### src/rtl/gpio_cfg_pkg.sv
// Shared constants, FSM state type, pin bundle and pad-index mapping for the GPIO serial configuration loader.
package gpio_cfg_pkg;

   localparam int CFG_W = 13;
   localparam int NPADS = 38;
   localparam int NHALF = NPADS / 2;
   localparam int IDX_W = 5;

   typedef enum logic [2:0] {
      IDLE     = 3'd0,
      SHIFT_LO = 3'd1,
      SHIFT_HI = 3'd2,
      LOAD_HI  = 3'd3,
      LOAD_LO  = 3'd4
   } state_e;

   typedef struct packed {
      logic clk;
      logic load;
      logic resetn;
      logic data_1;
      logic data_2;
   } pins_t;

   // Word index -> pad number; index 0 is always the pad farthest along its chain.
   function automatic int chain1_pad(input int idx);
      return NHALF - 1 - idx;
   endfunction

   function automatic int chain2_pad(input int idx);
      return NHALF + idx;
   endfunction

endpackage

### src/rtl/gpio_serial_phase_ctr.sv
// Phase timer: phase_end pulses on the HALF-th cycle of every phase while run is high.
// One-cycle decode from the count register; restarts from zero after each phase_end or when run drops.
module gpio_serial_phase_ctr #(
   parameter int HALF = 1
) (
   input  logic wb_clk_i,
   input  logic wb_rstn_i,
   input  logic run,
   output logic phase_end
);

   localparam int CW = (HALF > 1) ? $clog2(HALF) : 1;
   localparam logic [CW-1:0] LAST = CW'(HALF - 1);

   logic [CW-1:0] cnt_q, cnt_d;

   assign phase_end = run && (cnt_q == LAST);

   always_comb begin
      cnt_d = cnt_q + CW'(1);
      if (!run || phase_end) begin
         cnt_d = '0;
      end
   end

   always_ff @(posedge wb_clk_i) begin
      if (!wb_rstn_i) begin
         cnt_q <= '0;
      end else begin
         cnt_q <= cnt_d;
      end
   end

endmodule

### src/rtl/gpio_serial_loader.sv
// Shifts both pad chains MSB-first (farthest pad first), then strobes load; all chain pins are registered.
// xfer_start at edge N gives SHIFT_LO pins from N+1; requests while busy or in bit-bang mode are dropped.
module gpio_serial_loader
   import gpio_cfg_pkg::*;
#(
   parameter int HALF = 1
) (
   input  logic             wb_clk_i,
   input  logic             wb_rstn_i,
   input  logic             xfer_start,
   output logic [IDX_W-1:0] cfg_idx,
   input  logic [CFG_W-1:0] cfg_word_1,
   input  logic [CFG_W-1:0] cfg_word_2,
   input  logic             bb_enable,
   input  logic             bb_clock,
   input  logic             bb_load,
   input  logic             bb_resetn,
   input  logic             bb_data_1,
   input  logic             bb_data_2,
   output logic             serial_clock,
   output logic             serial_load,
   output logic             serial_resetn,
   output logic             serial_data_1,
   output logic             serial_data_2,
   output logic             busy,
   output logic             done
);

   localparam int BIT_W = $clog2(CFG_W);
   localparam logic [BIT_W-1:0] LAST_BIT  = BIT_W'(CFG_W - 1);
   localparam logic [IDX_W-1:0] LAST_WORD = IDX_W'(NHALF - 1);

   state_e           state_q, state_d;
   logic [CFG_W-1:0] shift1_q, shift1_d;
   logic [CFG_W-1:0] shift2_q, shift2_d;
   logic [BIT_W-1:0] bit_q, bit_d;
   logic [IDX_W-1:0] word_q, word_d;
   logic [IDX_W-1:0] idx_q, idx_d;
   pins_t            pins_q, pins_d;
   logic             busy_q, busy_d;
   logic             done_q, done_d;
   logic             phase_end;

   gpio_serial_phase_ctr #(
      .HALF(HALF)
   ) u_phase (
      .wb_clk_i  (wb_clk_i),
      .wb_rstn_i (wb_rstn_i),
      .run       (state_q != IDLE),
      .phase_end (phase_end)
   );

   always_comb begin
      state_d  = state_q;
      shift1_d = shift1_q;
      shift2_d = shift2_q;
      bit_d    = bit_q;
      word_d   = word_q;
      idx_d    = idx_q;
      done_d   = 1'b0;

      unique case (state_q)
         IDLE: begin
            if (xfer_start && !bb_enable) begin
               shift1_d = cfg_word_1;
               shift2_d = cfg_word_2;
               bit_d    = '0;
               word_d   = '0;
               state_d  = SHIFT_LO;
            end
         end
         SHIFT_LO: begin
            if (phase_end) begin
               state_d = SHIFT_HI;
               // The register file is addressed one half-bit ahead so the reload below sees the next word.
               if (bit_q == LAST_BIT && word_q < LAST_WORD) begin
                  idx_d = word_q + IDX_W'(1);
               end
            end
         end
         SHIFT_HI: begin
            if (phase_end) begin
               if (bit_q < LAST_BIT) begin
                  shift1_d = {shift1_q[CFG_W-2:0], 1'b0};
                  shift2_d = {shift2_q[CFG_W-2:0], 1'b0};
                  bit_d    = bit_q + BIT_W'(1);
                  state_d  = SHIFT_LO;
               end else if (word_q < LAST_WORD) begin
                  shift1_d = cfg_word_1;
                  shift2_d = cfg_word_2;
                  bit_d    = '0;
                  word_d   = word_q + IDX_W'(1);
                  state_d  = SHIFT_LO;
               end else begin
                  state_d = LOAD_HI;
               end
            end
         end
         LOAD_HI: begin
            if (phase_end) begin
               state_d = LOAD_LO;
            end
         end
         LOAD_LO: begin
            if (phase_end) begin
               state_d = IDLE;
               done_d  = 1'b1;
               word_d  = '0;
               idx_d   = '0;
            end
         end
         default: begin
            state_d = IDLE;
         end
      endcase

      // Pins are computed from the next state so they change on the same edge as the FSM.
      pins_d        = '0;
      pins_d.resetn = 1'b1;
      unique case (state_d)
         IDLE: begin
            if (bb_enable) begin
               pins_d.clk    = bb_clock;
               pins_d.load   = bb_load;
               pins_d.resetn = bb_resetn;
               pins_d.data_1 = bb_data_1;
               pins_d.data_2 = bb_data_2;
            end
         end
         SHIFT_LO: begin
            pins_d.data_1 = shift1_d[CFG_W-1];
            pins_d.data_2 = shift2_d[CFG_W-1];
         end
         SHIFT_HI: begin
            pins_d.clk    = 1'b1;
            pins_d.data_1 = shift1_d[CFG_W-1];
            pins_d.data_2 = shift2_d[CFG_W-1];
         end
         LOAD_HI: begin
            pins_d.load = 1'b1;
         end
         default: begin
            pins_d.load = 1'b0;
         end
      endcase

      busy_d = (state_d != IDLE);
   end

   always_ff @(posedge wb_clk_i) begin
      if (!wb_rstn_i) begin
         state_q  <= IDLE;
         shift1_q <= '0;
         shift2_q <= '0;
         bit_q    <= '0;
         word_q   <= '0;
         idx_q    <= '0;
         pins_q   <= '0;
         busy_q   <= 1'b0;
         done_q   <= 1'b0;
      end else begin
         state_q  <= state_d;
         shift1_q <= shift1_d;
         shift2_q <= shift2_d;
         bit_q    <= bit_d;
         word_q   <= word_d;
         idx_q    <= idx_d;
         pins_q   <= pins_d;
         busy_q   <= busy_d;
         done_q   <= done_d;
      end
   end

   assign cfg_idx       = idx_q;
   assign serial_clock  = pins_q.clk;
   assign serial_load   = pins_q.load;
   assign serial_resetn = pins_q.resetn;
   assign serial_data_1 = pins_q.data_1;
   assign serial_data_2 = pins_q.data_2;
   assign busy          = busy_q;
   assign done          = done_q;

endmodule

### config.mk
export PLATFORM = sky130hd
export DESIGN_NAME = gpio_serial_loader
export DESIGN_NICKNAME = d
export VERILOG_FILES = /design/src/rtl/gpio_cfg_pkg.sv /design/src/rtl/gpio_serial_phase_ctr.sv /design/src/rtl/gpio_serial_loader.sv
export SDC_FILE = /design/constraint.sdc
export NUM_CORES = 1
export LEC_CHECK = 0
export BUFFER_PORTS_ARGS = -buffer_cell sky130_fd_sc_hd__buf_2
export CELL_PAD_IN_SITES_DETAIL_PLACEMENT = 1
export CELL_PAD_IN_SITES_GLOBAL_PLACEMENT = 2
export CORE_UTILIZATION = 33
export DETAILED_ROUTE_END_ITERATION = 8
export GPL_ROUTABILITY_DRIVEN = 0
export PLACE_DENSITY_LB_ADDON = 0.1
export SETUP_SLACK_MARGIN = 0.2
export SKIP_LAST_GASP = 1
export SLEW_MARGIN = 20
export SYNTH_ARGS = -nofsm -noshare
export SYNTH_HDL_FRONTEND = slang
export SYNTH_SLANG_ARGS = --single-unit
### constraint.sdc
create_clock -name wb_clk_i -period 2.3 [get_ports wb_clk_i]
set_clock_uncertainty 0.15 [all_clocks]
set_input_delay 0.115 -clock wb_clk_i [delete_from_list [all_inputs] [get_ports wb_clk_i]]
set_output_delay 0.115 -clock wb_clk_i [all_outputs]
set_load 0.02 [all_outputs]
# Word-level counts from Yosys, hierarchy flattened
# Cells that the tools add are included.
# op_classes
n_addsub,3
n_lt_le_gt_ge,2
n_eq_ne,16
mux,38
bitwise,2
reduce_logical,19
# ops
op,n
$mux 13,8
$pmux 13 s2,2
$mux 5,8
$mux 4,4
$mux 3,5
$pmux 3 s5,1
$pmux 5 s3,1
$eq 3x2->1 const B,4
$pmux 5 s2,1
$reduce_bool 3->1,3
$ne 2x2->1 const B,4
$pmux 4 s2,1
$reduce_and 4->1,2
$eq 3x1->1 const B,2
$logic_not 3->1,2
$ne 2x1->1 const B,3
$reduce_and 6->1,1
$add 5x1->5 const B,1
$lt 5x5->1 const B,1
$add 4x1->4 const B,1
$eq 4x4->1 const B,1
$lt 4x4->1 const B,1
$mux 2,2
$pmux 1 s2,2
12 further kinds,19
# word_totals
regBits,51
in_bits,35

# Depth between registers and ports, before layout
# Gate-level depths: netlist (run 1).
# logic_depth
word_depth,8
depth_mapped,8
mapped_depth_nobuf,6

# Modules after synthesis
# A second synthesis (run 1) with hierarchy kept.
# unflattened
hier_cells,291
hier_area_um2,2538.7
# by_module_without_submodules
module,instances,cells_each,area_each_um2,seq_area_each_um2
gpio_serial_loader,1,288,2501.1,1001.0
gpio_serial_phase_ctr,1,3,37.5,20.0

# Worst setup path before layout (run 1)
# Ideal clock, no wire load.
# synth_path
kind,register to register
startpoint,register word_q[1]
endpoint,register pins_q (netlist bit serial_data_1)
setup_time_ps,120
arrival_ps,1491
t_required_ps,2030
slack_ps,538
path_stages_with_launch,6
synth_period_minus_slack_ps,1762
path_cell_list,dfxtp_1 -> o31a_2 -> a21oi_2 -> mux2_2 -> a21oi_1 -> o21ai_1
# synth_between
elab_chain_len,8
word_cells_on_any_way,14
# synth_lines
item,line,text
"start, declared",gpio_serial_loader.sv:37,"logic [IDX_W-1:0] word_q, word_d;"
"start signal, assigned",gpio_serial_loader.sv:166,word_q <= word_d;
$lt 5x5->1 (*),gpio_serial_loader.sv:88,end else if (word_q < LAST_WORD) begin
$mux 2,gpio_serial_loader.sv:88,
$mux 2,gpio_serial_loader.sv:83,if (bit_q < LAST_BIT) begin
$mux 3,gpio_serial_loader.sv:82,if (phase_end) begin
$pmux 3 s5,gpio_serial_loader.sv:62,unique case (state_q)
$eq 3x2->1 / $eq 3x1->1 (equally long branches),gpio_serial_loader.sv:120,unique case (state_d)
$reduce_or 2->1 (no line),n/a,
$pmux 2 s2 (*),gpio_serial_loader.sv:120,
"end signal, assigned",gpio_serial_loader.sv:168,pins_q <= pins_d;
"end, declared",gpio_serial_loader.sv:39,"pins_t pins_q, pins_d;"
# Every way passes the cells marked *; elsewhere a longest branch is shown, timed or not. The select of a mux whose other input is x is not followed.
# A chain may end at the register's enable or synchronous reset.

# Final worst setup path (run 1)
# layout_path
startpoint,register state_q[2]
endpoint,register idx_q[4] (netlist: cfg_idx[4])
# layout_between
elab_chain_len,4
word_cells_on_any_way,10
# layout_lines
item,line,text
"start, declared",gpio_serial_loader.sv:33,"state_e state_q, state_d;"
"start signal, assigned",gpio_serial_loader.sv:162,state_q <= state_d;
$reduce_bool 3->1,gpio_serial_loader.sv:49,".run (state_q != IDLE),"
$logic_and 1x1->1,gpio_serial_phase_ctr.sv:17,assign phase_end = run && (cnt_q == LAST);
$ne 2x1->1 (no line),n/a,
$reduce_and 4->1 (no line),n/a,
"end signal, assigned",gpio_serial_loader.sv:167,idx_q <= idx_d;
"end, declared",gpio_serial_loader.sv:38,"logic [IDX_W-1:0] idx_q, idx_d;"
# Several ways; a longest one is shown, not always the timed one.

==> results.toml, run 1 <==
[worst_setup_path]
reg2reg_depth = 5
timing.critical_path.fanout_max = 12
timing.critical_path.required_ps = 2400
worst_ep_arrival_time_ps = 2000
reg2reg_slack_ps = 400
timing.critical_path.max_delay_family = "simple AND/OR/NAND/NOR gates"
worstSetupPathType = "reg -> reg"
rr_endpoint = "cfg_idx[4]"
worstPathCellList = "and2b_1, and4_4, a32oi_4, or3_1, a21oi_1"
crit_buf_inv = 0
r2r-start = "state_q[2]"
timing.critical_path.from_type = "flip-flop"
slowest_delay_ps = 460
cp_slowest_cell = "dfxtp_1"
crit_path_end_kind = "flip-flop"

[die]
floorplan.die.width_um = 88.4
floorplan.die.height_um = 88.4
row_count = 31
design.core.area_mm2 = 0.00721
design.die.area_mm2 = 0.00781
initial_core_util_pct = 34.1
num_io_pins = 47

[clocking]
worstSkewPairLatency_ps = 310
post_cts.repair.setup_buffers = 0
cts-root-buf = "clkbuf_8"
path_clk_slew_ps = 100
tritoncts_clock_tree = "built"
cts_buffers = 5
clkSinkCount = 51
clock_tree.htree_level_count = 2
ctsLongestPathBuffers = 2

[yosys]
synth_top_cell_area_share_pct = 41.5
post_synth_instance_area_mm2 = 0.00246
yosys_register_bits = 51
synth.net_count = 309
post_synth_cell_types = 58
postSynth.asyncResetShare_pct = 0
yosysWarningCount = 0
synth.top_cells.by_area = "dfxtp_1, a21oi_1, a32oi_1, nand2_1, nor2_1"
synth_fa_ha_area_share_pct = 1.52
syn-mean-instance-area_um2 = 9.09
synth_top_family_by_area = "compound AO/OA/AOI/OAI gates"
synth_mux_area_share_pct = 2.24
synth_ff_type = "dfxtp_1"
post_synthesis_cells = 271
synth_compound_gate_area_share_pct = 28.1
post_synthesis_sequential_area_ratio_pct = 41.5
cell_type_with_the_largest_total_area_after_synthesis = "dfxtp_1"
synth_edf_count = 0
yosys.area_share.xor_xnor_pct = 1.07
yosys.area_share.simple_pct = 19.3

[worst_hold_path]
timing.hold.worst.start = "wb_rstn_i"
hold_path.class = "in -> reg"
min_delay_worst_endpoint = "shift2_q[4]"
worst_hold_path.num_cells = 3

[timing]
finalSetupViolations = 0
total_negative_setup_slacks_ps = 0
timing.final.max_slew_violations = 0
max_clock_freq_mhz = 527
period_needed_ps = 1900
post-route-period-util_pct = 82.5
rsz0062_at_grt = "false"
finalHoldViolCount = 0

[final_layout]
finalCoreUtilization_pct = 44.1
layout.cells.most_common_list = "dfxtp_1, buf_2, nand2_1"
diodes = 0
flow.area_growth_from_synthesis_pct = 29.3
nNetsFinal = 383
most_common_cell_after_layout_fill_and_taps_aside = "dfxtp_1"
fill_cells = 902
layout-drive-gt1-share_pct = 25.1

[outcome]
status = "completed"

[grt]
grt_first_pass_wirelength_um = 11200
antenna_found_initial = 0
vias_in_the_first_global_route = 2214
grt_max_degree = 32
grt_ovf = 0
global_route_usage_sum_pct = 18.8

[power_and_ir_drop]
worst_ir_drop_vdd_v = 0.000311
cellLeakagePower_nw = 1.23
power.density_mw_per_mm2 = 597

[placed_design]
dp.final_hpwl_um = 4580
io_buffers = 46

[routing]
wl_final_um = 6870
initialDrtViolationCount = 99
wire_per_inst_um = 15.4
detail_route.vias_per_cell = 5.11
detailroute.via_count = 2273
route.antenna.remaining_nets = 0
drc = 0
first_pass_iters = 5

[run]
maxCapViolations = 0
-- cell type report --
| class | instances | area, um^2 | share of cell area, % |
|---|---|---|---|
| Sequential cell | 51 | 1020 | 32.1 |
| Inverter | 6 | 22.5 | 0.708 |
| Clock buffer | 6 | 82.6 | 2.59 |
| Tap cell | 99 | 124 | 3.89 |
| Timing Repair Buffer | 85 | 608 | 19.1 |
| Clock inverter | 2 | 35.0 | 1.10 |
| Multi-Input combinational cell | 196 | 1290 | 40.5 |
-- Yosys cell counts, types with 2 or more instances --
cell and instances:
dfxtp_1 51, and3_1 3, clkbuf_1 5, mux2_1 2, nor3b_1 3, nand2_1 36, a221oi_2 3, ha_1 3
xor2_1 2, mux2_2 2, or3_1 3, o31ai_1 2, inv_1 5, nor3_1 2, nand2b_1 5, a32oi_1 19
buf_2 5, a22oi_1 5, o21ai_1 5, o21ai_0 6, buf_4 2, nand3_1 9, a21oi_1 35, or3b_1 2
buf_6 5, nor2_1 19
-- per-layer routing --
layer | GRT usage [%] | part of all wire (%) | vias up
li1 | - | - | 1142
met4 | 5.57 | 1.1 | 0
met3 | 2.99 | 2.7 | 8
met1 | 24.6 | 47 | 1090
met5 | 0 | 0 | -
met2 | 31.9 | 49 | 33
-- worst max-delay path by stage --
stage,from,to,slack (ps),cells after the start
2_1_floorplan,word_q[1],serial_data_1,540,5
3_3_place_gp,state_q[1],bit_q[3],370,5
3_5_place_dp,state_q[1],bit_q[3],360,4
4_1_cts,state_q[1],bit_q[3],280,4
5_1_grt,word_q[2],bit_q[3],250,5
6_report,state_q[2],cfg_idx[4],400,5
-- cell families (layout without fill, tap and decap cells) --
group           after synthesis  in the layout
fa+ha+maj                     3              3
simple gates                 94             94
flops                        51             51
other cells                   1              1
buf+inv                      24             99
xor+xnor                      3              3
compound gates               90             90
mux                           5              5
-- flip-flops by register name (all words and copies together), names as in the netlist, 3 cells and up --
name,cells
shift1_q,13
shift2_q,13
cfg_idx,5
word_q,5
bit_q,4
state_q,3
-- metrics by stage --
step | setup WS, ps | power, W | instances | area [um^2] | hold WS (ps)
2_1_floorplan | 538 | 0.00114 | 271 | 2460 | 94.5
3_3_place_gp | 371 | 0.00122 | 408 | 2770 | 201
3_5_place_dp | 359 | 0.00123 | 408 | 2770 | 201
4_1_cts | 282 | 0.00193 | 445 | 3180 | 53.5
5_1_grt | 247 | 0.00200 | 445 | 3180 | 55.5
6_report | 402 | 0.00190 | 445 | 3180 | 48.2
-- what timing repair did --
item	in CTS	in global routing
hold buffers	29	0
setup endpoints to repair	0	5
gates resized for setup	0	1
endpoints found under the hold margin	28	0
-- report_power, final --
group,switching (W),internal [W],total (W)
registers,0.0000287,0.000922,0.000950
clock network,0.000308,0.000353,0.000660
logic,0.000154,0.000136,0.000290
total,0.000491,0.00141,0.00190
-- worst register-to-register path: stages (launching register included) --
cell and delay (ps):
dfxtp_1 460, and2b_1 340, and4_4 260, a32oi_4 90, or3_1 420, a21oi_1 130
No activity file was read; power rests on OpenSTA's default activity.
==> inputs of run 2 (changes only) <==
clock period = 1.8 ns   (was 2.3 ns; I/O delays follow)
==> results.toml, run 2 (synthesized netlist as in run 1, its figures left out) <==
[grt]
antenna_found_initial = 0
global_route_usage_sum_pct = 20.4
grt_ovf = 0
vias_in_the_first_global_route = 2503
grt_first_pass_wirelength_um = 12200
grt_max_degree = 37

[timing]
timing.final.max_slew_violations = 0
post-route-worst-setup-slack_ps = 48.7
finalHoldViolCount = 0
total_negative_setup_slacks_ps = 0
rsz0062_at_grt = "true"
max_clock_freq_mhz = 571
period_needed_ps = 1750
finalSetupViolations = 0
post-route-period-util_pct = 97.3

[worst_setup_path]
rr_endpoint = "shift2_q[5]"
reg2reg_depth = 5
timing.critical_path.to = "shift2_q[5]"
timing.critical_path.fanout_max = 7
timing.critical_path.required_ps = 1850
crit_path_end_kind = "flip-flop"
worst_ep_arrival_time_ps = 1800
r2r-start = "state_q[1]"
worstSetupPathType = "reg -> reg"
reg2reg_slack_ps = 50
timing.critical_path.from_type = "flip-flop"
critPathLaunch = "state_q[1]"

[routing]
wire_per_inst_um = 16.8
detailroute.via_count = 2458
detail_route.vias_per_cell = 5.13
wl_final_um = 8070
drc = 0
first_pass_iters = 4
initialDrtViolationCount = 53
route.antenna.remaining_nets = 0

[final_layout]
layout.cells.most_common_list = "buf_2, dfxtp_1, buf_4"
layout-drive-gt1-share_pct = 46.6
fill_cells = 841
nNetsFinal = 417
flow.area_growth_from_synthesis_pct = 57.2
top_regs = "shift1_q x13, shift2_q x13"
diodes = 0
most_common_cell_after_layout_fill_and_taps_aside = "buf_2"
finish.instance_area_mm2 = 0.00387

[power_and_ir_drop]
cellLeakagePower_nw = 1.53
power.density_mw_per_mm2 = 684
worst_ir_drop_vdd_v = 0.000363

[clocking]
cts-root-buf = "clkbuf_8"
path_clk_slew_ps = 100
tritoncts_clock_tree = "built"
ctsLongestPathBuffers = 2
clkSinkCount = 51
worstSkewPairLatency_ps = 310
clock_tree.htree_level_count = 2
cts_buffers = 5

[die]
num_io_pins = 47
design.die.area_mm2 = 0.00781
floorplan.die.width_um = 88.4
design.core.area_mm2 = 0.00721
row_count = 31
initial_core_util_pct = 34.1
floorplan.die.height_um = 88.4

[worst_hold_path]
hold_path.class = "in -> reg"

[placed_design]
io_buffers = 46
detailedPlace.worstSlack_ps = 13.4
detailed_place.area_mm2 = 0.00292
dp.final_hpwl_um = 4810

[outcome]
status = "completed"

[run]
maxCapViolations = 0
run 2: cell types whose count changed in the layout (fill, tap and decap cells not counted), sizes merged:
cell,before,now
clkbuf,6,10
clkinv,2,1
dlygate4sd3,29,28
buf,56,88
run 2: report_power, final:
group | total, W | leakage (nW) | switching [W] | internal (W)
Combinational | 0.000543 | 1.05 | 0.000260 | 0.000283
Clock | 0.000895 | 0.0636 | 0.000395 | 0.000500
Sequential | 0.00121 | 0.423 | 0.0000383 | 0.00117
Total | 0.00265 | 1.53 | 0.000693 | 0.00195
run 2: layout make-up:
| class | count | area (um^2) | share of cell area [%] |
|---|---|---|---|
| clock inverter | 1 | 30.0 | 0.776 |
| inverter | 6 | 22.5 | 0.582 |
| sequential | 51 | 1050 | 27.2 |
| clock buffer | 7 | 97.6 | 2.52 |
| multi-input combinational | 196 | 1530 | 39.5 |
| tap | 99 | 124 | 3.20 |
| timing repair buffer | 119 | 1020 | 26.3 |
run 2: how the worst min path moves through the flow:
stage | from | endpoint | slack (ps) | depth (start not counted)
floorplan | bb_resetn | serial_resetn | 70 | 2
global placement | bb_data_2 | serial_data_2 | 170 | 3
detailed placement | bb_data_1 | serial_data_1 | 170 | 3
CTS | wb_rstn_i | bit_q[1] | 40 | 3
global route | wb_rstn_i | bit_q[1] | 70 | 3
finish | wb_rstn_i | bit_q[1] | 50 | 3
run 2: through the flow:
| step | instances | hold slack (ps) | utilization (%) | power [W] |
|---|---|---|---|---|
| after global placement | 422 | 174 | 40.5 | 0.00159 |
| final | 479 | 45.2 | 53.6 | 0.00265 |
| after CTS | 471 | 42.4 | 50.0 | 0.00260 |
| after floorplan | 271 | 69.5 | - | 0.00146 |
| after global routing | 479 | 69.3 | 53.6 | 0.00276 |
| after detailed placement | 422 | 172 | 40.5 | 0.00159 |
run 2: repair_timing:
item                                    in CTS  in global routing
hold buffers                                28                  0
setup buffers                               11                  4
gates resized for setup                     37                 40
pin swaps                                   23                 15
gates cloned                                 2                  4
endpoints found under the setup margin      43                 45
endpoints found under the hold margin       28                  0
run 2: worst max-delay path: stages, from the launching register on:
cell and delay, ps:
dfxtp_4 380, or3b_4 430, a21o_4 290, buf_12 160, a221oi_2 170, nor2_1 60
run 2: routing by layer:
metal / vias to the layer above / share of wire [%] / track usage (%)
li1: 1212 / - / -
met1: 1202 / 45 / 25.1
met2: 37 / 52 / 37.4
met3: 7 / 2.1 / 2.99
met4: 0 / 1.4 / 4.69
met5: - / 0 / 0
